File: config.mk
export PLATFORM = sky130hd
export DESIGN_NAME = raster_tile_sequencer_flat
export DESIGN_NICKNAME = d
export VERILOG_FILES = /design/src/rtl/raster_pkg.sv /design/src/rtl/raster_tile_sequencer_if.sv /design/src/rtl/raster_scan_counter.sv /design/src/rtl/raster_tile_sequencer.sv /design/src/flat_wrapper.sv
export SDC_FILE = /design/constraint.sdc
export NUM_CORES = 1
export LEC_CHECK = 0
export ABC_CLOCK_PERIOD_IN_PS = 6600
export CORE_AREA = 2 2 189 191
export CTS_BUF_LIST = sky130_fd_sc_hd__clkbuf_4
export CTS_CLUSTER_DIAMETER = 30
export DETAILED_ROUTE_END_ITERATION = 12
export DIE_AREA = 0 0 191 193
export PLACE_DENSITY = 0.56
export SLEW_MARGIN = 20
export SYNTH_ARGS = -nofsm -noshare
export SYNTH_HDL_FRONTEND = slang
export SYNTH_SLANG_ARGS = --single-unit
File: constraint.sdc
create_clock -name clk -period 6.6 [get_ports clk]
set_input_delay 0.66 -clock clk [delete_from_list [all_inputs] [get_ports clk]]
set_output_delay 0.66 -clock clk [all_outputs]
set_load 0.02 [all_outputs]
File: src/rtl/raster_pkg.sv
// raster_pkg
//   Shared types and constants for the raster tile sequencer slice.
//   - TILE_LOG2_DEF : default log2 of the tile edge (32x32 tile)
//   - CNT_W_DEF     : default performance-counter width
//   - A_W/B_W/W_W   : edge-function coefficient widths (x-step, y-step, origin value)
//   - tri_setup_t   : packed A/B/W triples for the three triangle edges
//   - seq_state_e   : sequencer FSM states
package raster_pkg;

  localparam int TILE_LOG2_DEF = 5;
  localparam int CNT_W_DEF     = 32;

  localparam int A_W = 19;
  localparam int B_W = 24;
  localparam int W_W = 32;

  // Edge n is evaluated as w_n + a_n*x + b_n*y by the rasterizer; the
  // sequencer only latches and forwards these values.
  typedef struct packed {
    logic signed [A_W-1:0] a01;
    logic signed [A_W-1:0] a12;
    logic signed [A_W-1:0] a20;
    logic signed [B_W-1:0] b01;
    logic signed [B_W-1:0] b12;
    logic signed [B_W-1:0] b20;
    logic signed [W_W-1:0] w0;
    logic signed [W_W-1:0] w1;
    logic signed [W_W-1:0] w2;
  } tri_setup_t;

  typedef enum logic [1:0] {
    IDLE  = 2'd0,
    LOAD  = 2'd1,
    SCAN  = 2'd2,
    DRAIN = 2'd3
  } seq_state_e;

endpackage

File: src/rtl/raster_tile_sequencer_if.sv
// raster_tile_sequencer_if
//   Bundles the three channels around the tile sequencer:
//   - command channel  : cmd_valid/cmd_ready handshake, cmd_clear, cmd_a*/b*/w*
//   - rasterizer side  : rs_start/rs_enable/rs_clear, latched rs_a*/b*/w*,
//                        rs_x/rs_y coordinate, rs_raster_px/rs_clear_px results
//   - tile-buffer side : wr_en/wr_addr/wr_cover stream and done pulse
//   modport master : the sequencer
//   modport slave  : the environment (command source, rasterizer, tile buffer)
interface raster_tile_sequencer_if
  import raster_pkg::*;
#(
  parameter int TILE_LOG2 = TILE_LOG2_DEF
) ();

  // command channel
  logic                  cmd_valid;
  logic                  cmd_ready;
  logic                  cmd_clear;
  logic signed [A_W-1:0] cmd_a01, cmd_a12, cmd_a20;
  logic signed [B_W-1:0] cmd_b01, cmd_b12, cmd_b20;
  logic signed [W_W-1:0] cmd_w0, cmd_w1, cmd_w2;

  // rasterizer channel
  logic                  rs_start;
  logic                  rs_enable;
  logic                  rs_clear;
  logic signed [A_W-1:0] rs_a01, rs_a12, rs_a20;
  logic signed [B_W-1:0] rs_b01, rs_b12, rs_b20;
  logic signed [W_W-1:0] rs_w0, rs_w1, rs_w2;
  logic [TILE_LOG2-1:0]  rs_x, rs_y;
  logic                  rs_raster_px;
  logic                  rs_clear_px;

  // tile-buffer write stream
  logic                   wr_en;
  logic [2*TILE_LOG2-1:0] wr_addr;
  logic                   wr_cover;
  logic                   done;

  modport master (
    input  cmd_valid, cmd_clear,
    input  cmd_a01, cmd_a12, cmd_a20, cmd_b01, cmd_b12, cmd_b20, cmd_w0, cmd_w1, cmd_w2,
    output cmd_ready,
    output rs_start, rs_enable, rs_clear,
    output rs_a01, rs_a12, rs_a20, rs_b01, rs_b12, rs_b20, rs_w0, rs_w1, rs_w2,
    output rs_x, rs_y,
    input  rs_raster_px, rs_clear_px,
    output wr_en, wr_addr, wr_cover, done
  );

  modport slave (
    output cmd_valid, cmd_clear,
    output cmd_a01, cmd_a12, cmd_a20, cmd_b01, cmd_b12, cmd_b20, cmd_w0, cmd_w1, cmd_w2,
    input  cmd_ready,
    input  rs_start, rs_enable, rs_clear,
    input  rs_a01, rs_a12, rs_a20, rs_b01, rs_b12, rs_b20, rs_w0, rs_w1, rs_w2,
    input  rs_x, rs_y,
    output rs_raster_px, rs_clear_px,
    input  wr_en, wr_addr, wr_cover, done
  );

endinterface

File: src/rtl/raster_scan_counter.sv
// raster_scan_counter
//   X/Y raster-order walker over a 2^W square tile, x fastest.
//   Ports:
//     clk, rst : clock and synchronous active-high reset (clears to 0,0)
//     clr      : synchronous clear back to (0,0)
//     inc      : advance one pixel; x wraps to 0 carrying into y
//     x, y     : current coordinate
//     last     : high while at (max,max), the final pixel of the tile
module raster_scan_counter #(
  parameter int W = 5
) (
  input  logic         clk,
  input  logic         rst,
  input  logic         clr,
  input  logic         inc,
  output logic [W-1:0] x,
  output logic [W-1:0] y,
  output logic         last
);

  logic [W-1:0] x_reg, y_reg;

  // {y,x} treated as one 2W-bit counter gives the x-wrap/y-carry for free,
  // and the whole thing wraps back to (0,0) after the last pixel.
  always_ff @(posedge clk) begin
    if (rst || clr) begin
      x_reg <= '0;
      y_reg <= '0;
    end else if (inc) begin
      {y_reg, x_reg} <= {y_reg, x_reg} + 1'b1;
    end
  end

  assign x    = x_reg;
  assign y    = y_reg;
  assign last = (&x_reg) & (&y_reg);

endmodule

File: src/rtl/raster_tile_sequencer.sv
// raster_tile_sequencer
//   Command-driven controller for one 2^TILE_LOG2-square tile rasterizer.
//   Accepts a triangle-setup or tile-clear command per handshake, latches the
//   edge coefficients, pulses rs_start, walks every pixel of the tile with
//   rs_enable held, and re-times the rasterizer's 1-cycle-late result into a
//   tile-buffer write stream ({y,x} address, cover flag, done on last write).
//   Ports:
//     clk, rst          : clock, synchronous active-high reset
//     bus (master)      : command / rasterizer / tile-buffer channels
//     perf_tris/perf_px : saturating completed-command and covered-pixel
//                         counters, present only when RASTER_PERF_EN is defined
//   Build option: RASTER_PERF_EN adds the performance counters.
module raster_tile_sequencer
  import raster_pkg::*;
#(
  parameter int TILE_LOG2 = TILE_LOG2_DEF,
  parameter int CNT_W     = CNT_W_DEF
) (
  input  logic                     clk,
  input  logic                     rst,
  raster_tile_sequencer_if.master  bus
`ifdef RASTER_PERF_EN
  ,
  output logic [CNT_W-1:0]         perf_tris,
  output logic [CNT_W-1:0]         perf_px
`endif
);

  seq_state_e state_reg, state_next;

  tri_setup_t cmd_setup;
  tri_setup_t setup_reg;
  logic       clear_reg;

  logic accept;
  logic cmd_ready_next, rs_start_next, rs_enable_next, done_next;
  logic cnt_clr, cnt_inc;

  logic [TILE_LOG2-1:0] scan_x, scan_y;
  logic                 scan_last;

  // Pixel coordinate delayed one cycle so it lines up with rs_*_px.
  logic                 px_valid_reg;
  logic [TILE_LOG2-1:0] px_x_reg, px_y_reg;

  assign cmd_setup = '{
    a01: bus.cmd_a01, a12: bus.cmd_a12, a20: bus.cmd_a20,
    b01: bus.cmd_b01, b12: bus.cmd_b12, b20: bus.cmd_b20,
    w0:  bus.cmd_w0,  w1:  bus.cmd_w1,  w2:  bus.cmd_w2
  };

  assign accept = bus.cmd_valid & (state_reg == IDLE);

  // ---------------------------------------------------------------- FSM
  always_ff @(posedge clk) begin
    if (rst) begin
      state_reg <= IDLE;
    end else begin
      state_reg <= state_next;
    end
  end

  always_comb begin
    state_next     = state_reg;
    cmd_ready_next = 1'b0;
    rs_start_next  = 1'b0;
    rs_enable_next = 1'b0;
    done_next      = 1'b0;
    cnt_clr        = 1'b0;
    cnt_inc        = 1'b0;
    case (state_reg)
      IDLE: begin
        cmd_ready_next = 1'b1;
        if (accept) state_next = LOAD;
      end
      LOAD: begin
        rs_start_next = 1'b1;
        cnt_clr       = 1'b1;
        state_next    = SCAN;
      end
      SCAN: begin
        rs_enable_next = 1'b1;
        cnt_inc        = 1'b1;
        if (scan_last) state_next = DRAIN;
      end
      DRAIN: begin
        // The last pixel's result is written here, so done coincides with it.
        done_next  = 1'b1;
        state_next = IDLE;
      end
      default: state_next = IDLE;
    endcase
  end

  // ------------------------------------------------------ command latch
  // Coefficients are data only and are deliberately left unreset; they are
  // always reloaded before being used.
  always_ff @(posedge clk) begin
    if (accept) begin
      setup_reg <= cmd_setup;
    end
  end

  always_ff @(posedge clk) begin
    if (rst) begin
      clear_reg <= 1'b0;
    end else if (accept) begin
      clear_reg <= bus.cmd_clear;
    end
  end

  // --------------------------------------------------------- X/Y walker
  raster_scan_counter #(
    .W (TILE_LOG2)
  ) u_scan (
    .clk  (clk),
    .rst  (rst),
    .clr  (cnt_clr),
    .inc  (cnt_inc),
    .x    (scan_x),
    .y    (scan_y),
    .last (scan_last)
  );

  // ------------------------------------------------------- write re-time
  // Reset drops any in-flight pixel: px_valid_reg clears, so no write and
  // (since the FSM leaves DRAIN) no done for the aborted command.
  always_ff @(posedge clk) begin
    if (rst) begin
      px_valid_reg <= 1'b0;
      px_x_reg     <= '0;
      px_y_reg     <= '0;
    end else begin
      px_valid_reg <= rs_enable_next;
      px_x_reg     <= scan_x;
      px_y_reg     <= scan_y;
    end
  end

  // Clear commands write every pixel as background; raster commands write
  // only covered pixels.
  assign bus.wr_en    = px_valid_reg & (clear_reg | bus.rs_raster_px);
  assign bus.wr_cover = px_valid_reg & bus.rs_raster_px & ~clear_reg;
  assign bus.wr_addr  = {px_y_reg, px_x_reg};
  assign bus.done     = done_next;

  // The clear result carries no information beyond clear_reg itself.
  logic unused_clear_px;
  assign unused_clear_px = bus.rs_clear_px;

  // ------------------------------------------------------ outputs
  assign bus.cmd_ready = cmd_ready_next;
  assign bus.rs_start  = rs_start_next;
  assign bus.rs_enable = rs_enable_next;
  assign bus.rs_clear  = clear_reg & (state_reg != IDLE);
  assign bus.rs_x      = scan_x;
  assign bus.rs_y      = scan_y;

  assign bus.rs_a01 = setup_reg.a01;
  assign bus.rs_a12 = setup_reg.a12;
  assign bus.rs_a20 = setup_reg.a20;
  assign bus.rs_b01 = setup_reg.b01;
  assign bus.rs_b12 = setup_reg.b12;
  assign bus.rs_b20 = setup_reg.b20;
  assign bus.rs_w0  = setup_reg.w0;
  assign bus.rs_w1  = setup_reg.w1;
  assign bus.rs_w2  = setup_reg.w2;

`ifdef RASTER_PERF_EN
  // --------------------------------------------- saturating perf counters
  logic [CNT_W-1:0] perf_tris_reg, perf_px_reg;

  always_ff @(posedge clk) begin
    if (rst) begin
      perf_tris_reg <= '0;
      perf_px_reg   <= '0;
    end else begin
      if (done_next && (perf_tris_reg != {CNT_W{1'b1}})) begin
        perf_tris_reg <= perf_tris_reg + 1'b1;
      end
      if (bus.wr_en && bus.wr_cover && (perf_px_reg != {CNT_W{1'b1}})) begin
        perf_px_reg <= perf_px_reg + 1'b1;
      end
    end
  end

  assign perf_tris = perf_tris_reg;
  assign perf_px   = perf_px_reg;
`endif

endmodule

File: src/flat_wrapper.sv
// flat-port wrapper written by rule: the top's interface ports become plain ports
module raster_tile_sequencer_flat import raster_pkg::*;
#(
  parameter int TILE_LOG2 = TILE_LOG2_DEF,
  parameter int CNT_W     = CNT_W_DEF
)
  (clk, rst, bus_cmd_valid, bus_cmd_clear, bus_cmd_a01, bus_cmd_a12, bus_cmd_a20, bus_cmd_b01, bus_cmd_b12, bus_cmd_b20, bus_cmd_w0, bus_cmd_w1, bus_cmd_w2, bus_cmd_ready, bus_rs_start, bus_rs_enable, bus_rs_clear, bus_rs_a01, bus_rs_a12, bus_rs_a20, bus_rs_b01, bus_rs_b12, bus_rs_b20, bus_rs_w0, bus_rs_w1, bus_rs_w2, bus_rs_x, bus_rs_y, bus_rs_raster_px, bus_rs_clear_px, bus_wr_en, bus_wr_addr, bus_wr_cover, bus_done);
  raster_tile_sequencer_if #(.TILE_LOG2(TILE_LOG2)) bus_i ();
  input  logic clk;
  input  logic rst;
  input wire logic [$bits(bus_i.cmd_valid)-1:0] bus_cmd_valid;
  input wire logic [$bits(bus_i.cmd_clear)-1:0] bus_cmd_clear;
  input wire logic [$bits(bus_i.cmd_a01)-1:0] bus_cmd_a01;
  input wire logic [$bits(bus_i.cmd_a12)-1:0] bus_cmd_a12;
  input wire logic [$bits(bus_i.cmd_a20)-1:0] bus_cmd_a20;
  input wire logic [$bits(bus_i.cmd_b01)-1:0] bus_cmd_b01;
  input wire logic [$bits(bus_i.cmd_b12)-1:0] bus_cmd_b12;
  input wire logic [$bits(bus_i.cmd_b20)-1:0] bus_cmd_b20;
  input wire logic [$bits(bus_i.cmd_w0)-1:0] bus_cmd_w0;
  input wire logic [$bits(bus_i.cmd_w1)-1:0] bus_cmd_w1;
  input wire logic [$bits(bus_i.cmd_w2)-1:0] bus_cmd_w2;
  output wire logic [$bits(bus_i.cmd_ready)-1:0] bus_cmd_ready;
  output wire logic [$bits(bus_i.rs_start)-1:0] bus_rs_start;
  output wire logic [$bits(bus_i.rs_enable)-1:0] bus_rs_enable;
  output wire logic [$bits(bus_i.rs_clear)-1:0] bus_rs_clear;
  output wire logic [$bits(bus_i.rs_a01)-1:0] bus_rs_a01;
  output wire logic [$bits(bus_i.rs_a12)-1:0] bus_rs_a12;
  output wire logic [$bits(bus_i.rs_a20)-1:0] bus_rs_a20;
  output wire logic [$bits(bus_i.rs_b01)-1:0] bus_rs_b01;
  output wire logic [$bits(bus_i.rs_b12)-1:0] bus_rs_b12;
  output wire logic [$bits(bus_i.rs_b20)-1:0] bus_rs_b20;
  output wire logic [$bits(bus_i.rs_w0)-1:0] bus_rs_w0;
  output wire logic [$bits(bus_i.rs_w1)-1:0] bus_rs_w1;
  output wire logic [$bits(bus_i.rs_w2)-1:0] bus_rs_w2;
  output wire logic [$bits(bus_i.rs_x)-1:0] bus_rs_x;
  output wire logic [$bits(bus_i.rs_y)-1:0] bus_rs_y;
  input wire logic [$bits(bus_i.rs_raster_px)-1:0] bus_rs_raster_px;
  input wire logic [$bits(bus_i.rs_clear_px)-1:0] bus_rs_clear_px;
  output wire logic [$bits(bus_i.wr_en)-1:0] bus_wr_en;
  output wire logic [$bits(bus_i.wr_addr)-1:0] bus_wr_addr;
  output wire logic [$bits(bus_i.wr_cover)-1:0] bus_wr_cover;
  output wire logic [$bits(bus_i.done)-1:0] bus_done;
  assign bus_i.cmd_valid = bus_cmd_valid;
  assign bus_i.cmd_clear = bus_cmd_clear;
  assign bus_i.cmd_a01 = bus_cmd_a01;
  assign bus_i.cmd_a12 = bus_cmd_a12;
  assign bus_i.cmd_a20 = bus_cmd_a20;
  assign bus_i.cmd_b01 = bus_cmd_b01;
  assign bus_i.cmd_b12 = bus_cmd_b12;
  assign bus_i.cmd_b20 = bus_cmd_b20;
  assign bus_i.cmd_w0 = bus_cmd_w0;
  assign bus_i.cmd_w1 = bus_cmd_w1;
  assign bus_i.cmd_w2 = bus_cmd_w2;
  assign bus_cmd_ready = bus_i.cmd_ready;
  assign bus_rs_start = bus_i.rs_start;
  assign bus_rs_enable = bus_i.rs_enable;
  assign bus_rs_clear = bus_i.rs_clear;
  assign bus_rs_a01 = bus_i.rs_a01;
  assign bus_rs_a12 = bus_i.rs_a12;
  assign bus_rs_a20 = bus_i.rs_a20;
  assign bus_rs_b01 = bus_i.rs_b01;
  assign bus_rs_b12 = bus_i.rs_b12;
  assign bus_rs_b20 = bus_i.rs_b20;
  assign bus_rs_w0 = bus_i.rs_w0;
  assign bus_rs_w1 = bus_i.rs_w1;
  assign bus_rs_w2 = bus_i.rs_w2;
  assign bus_rs_x = bus_i.rs_x;
  assign bus_rs_y = bus_i.rs_y;
  assign bus_i.rs_raster_px = bus_rs_raster_px;
  assign bus_i.rs_clear_px = bus_rs_clear_px;
  assign bus_wr_en = bus_i.wr_en;
  assign bus_wr_addr = bus_i.wr_addr;
  assign bus_wr_cover = bus_i.wr_cover;
  assign bus_done = bus_i.done;
  raster_tile_sequencer #(.TILE_LOG2(TILE_LOG2), .CNT_W(CNT_W)) u_core (.clk(clk), .rst(rst), .bus(bus_i));
endmodule
==> results.txt <==
CP max stage cell - clkdlybuf4s50_1
DR vias/cell - 3.781
Nets - 1118
I/O pins - 483
Skew-Pair Late Insertion Delay - 0.70 ns
Vias - 5294
Slew @ Worst Pin - 1.035 ns
Crit end category - primary output
Placement Setup Slack - 3.855 ns
Setup TNS - 0 ns
Power per cell area - 368.3 nW/um2
Synth top area cells - edfxtp_1 87%, dfxtp_1 6.2%, ha_1 0.97%
Worst endpoint data arrival time - 2.35 ns
Ratio of cells with drive above 1 in the final layout - 0.1261
Worst vdd ir - 0.0002146 V
Sink Count - 249
Endpoints failing hold - 0
Core area - 34960 um2
Status - finished, final reports clean
Post-Syn Nets - 561
Synthesized flop and latch total - 249
First drt pass iteration count - 4
Vias in the first global route - 5356
Max Cap Viol - 0
Root Driver - clkbuf_4
Final count of negative-setup-slack endpoints - 0
Synth warn - 0
Post-synth top area share - 0.8715
Final min period - 3.012 ns
Grt ovf - 0
Die Span Y - 193 um
Final ANT Viol Nets - 0
Crit-path max cell delay - 0.73 ns
Register-to-Register Setup Slack - 4.26 ns
Resized Gates After CTS - 0
RD Place Congestion - 0.7562
Initial Util - 0.2217
CP Launch Type - register
Wire length per cell - 17.61 um
DRC Markers - 0
Cell count after synthesis - 324
TritonCTS clock tree - done
P_leak - 0.004989 uW
Dpl cell area - 13160 um2
Final setup margin - 3.588 ns
Post-CTS Setup Repair Bufs - 0
Crit Path Category - register to primary output
Input/output buffers - 481
Gr usage total - 0.1254
Fin area - 14140 um2
H-tree levels - 3
CTS clk-pin slew, worst paths - 0.06 ns
Area delta synth->final - 82.42%
Post-synth cell types - 31
Post-route clock period utilization - 0.4564
Cell taking the most area after synthesis - edfxtp_1
DRT iter0 DRCs - 190
Initial antenna violation count - 3
CTS buffer count - 75
Die width - 191 um
Unrepaired setup endpoints after global routing - no
Cell Rows - 69
Fmax - 332.0 MHz
Worst hold path type - input port to register
Slew HR - 0.3099
Sequential area share after synthesis - 0.9335
Post-cts hold buffer count - 0
DRT Wirelength - 24660 um
Clk buf depth - 3
WP data required - 5.94 ns
HPWL Detailed - 18180 um
Largest net degree at the start of global routing - 134
Cells along the critical path - inv_1, ha_1, clkdlybuf4s50_1
Global-route wire length before repair - 33320 um
CP Max Fanout - 11
Mean post-synth cell area - 23.93 um2
Clk_skew - 0.03453 ns
Mapped cell area - 7752 um2
Final count of pins violating max slew - 0
Die ar. - 36860 um2
[cell usage in the layout, fill, tap and decap left out, drive strengths merged, types with 2 or more instances in the layout]
cell type      synthesis  layout
a21oi                  3       3
buf                    2       2
bufinv                 0       4
clkbuf                 1      99
clkdlybuf4s50          0     481
clkinv                 0      26
dfxtp                 24      24
diode                  0       3
edfxtp               225     225
ha                     6       6
inv                    4       7
mux2i                  4       4
nand2                  5       5
nand2b                 2       2
nand3                  2       2
nand4                  3       3
nor2                  10      10
nor2b                 11      11
o311ai                 2       2
o31ai                  2       2
o41ai                  2       2
or3                    3       3
or4                    2       2
xor2                   2       2
[critical path, delay by kind of cell, from the launching register on]
kind	cells	cell delay (ns)
buffers and inverters	2	0.83
flip-flops	1	0.33
adder cells (fa/ha/maj)	1	0.50
[final timing paths]
| check | end | start | cells after the start |
|---|---|---|---|
| max | bus_rs_enable | u_core.state_reg[0] | 3 |
| max reg2reg | u_core.bus.rs_w2[5] | u_core.state_reg[0] | 4 |
| min | u_core.bus.rs_w2[6] | bus_cmd_w2[6] | 1 |
| min reg2reg | u_core.state_reg[1] | u_core.state_reg[1] | 2 |
[kinds of logic (layout without fill, tap and decap cells)]
family,after synthesis,in the layout,share of synthesized area
flip-flops,249,249,0.9335
XOR/XNOR,3,3,0.003390
AO/OA/AOI/OAI,14,14,0.01323
AND/OR/NAND/NOR,41,41,0.03067
buffers and inverters,7,619,0.004356
adder cells (fa/ha/maj),6,6,0.009683
other,0,3,0
multiplexers,4,4,0.005165
[report_power, final]
part / internal [uW] / total [uW] / leakage (uW) / switching (uW)
sequential: 2150 / 2240 / 0.00234 / 89.9
clock: 859 / 1520 / 0.000580 / 661
combinational: 646 / 1440 / 0.00207 / 798
[stage by stage]
step	hold WS, ns	instances	total power [uW]	utilization
3_3_place_gp	0.5051	1265	3737	0.3762
3_5_place_dp	0.5214	1265	3748	0.3762
2_1_floorplan	0.4840	324	2926	-
4_1_cts	0.3793	1397	5312	0.4043
6_report	0.5082	1400	5209	0.4045
5_1_grt	0.3982	1398	5478	0.4043
[final cells by class]
type / instances / area, um2
Fill cell: 3249 / 20820
Sequential cell: 249 / 7237
Timing Repair Buffer: 483 / 4842
Clock buffer: 99 / 743.2
Tap cell: 461 / 576.8
Multi-Input combinational cell: 68 / 484.2
Clock inverter: 33 / 236.5
Inverter: 4 / 15.01
Antenna cell: 3 / 7.507
[synthesized netlist by cell type]
library cell and number:
nand4_4 1, nor2_1 10, nand2_1 5, nor2b_1 10
inv_1 4, o21a_1 1, a221o_1 1, or3_1 3
o31ai_1 2, o41ai_1 2, and3_2 1, edfxtp_1 225
nand3_1 2, mux2i_1 4, xor2_1 2, a21boi_1 1
and2_1 1, ha_1 6, a21oi_1 3, buf_4 2
clkbuf_1 1, or4_1 2, nor2b_2 1, o311ai_1 2
nand4_1 2, nand2b_1 2, a211oi_1 1, xnor2_1 1
o21ai_0 1, dfxtp_1 24, or2_1 1
[layer usage]
layer / vias to the layer above / GRT usage / routed length [um]
li1: 2442 / - / -
met4: 4 / 0.05933 / 470
met2: 306 / 0.2068 / 12290
met5: - / 0 / 26
met1: 2498 / 0.1344 / 9072
met3: 44 / 0.06281 / 2804
No activity file was read; power rests on OpenSTA's default activity.
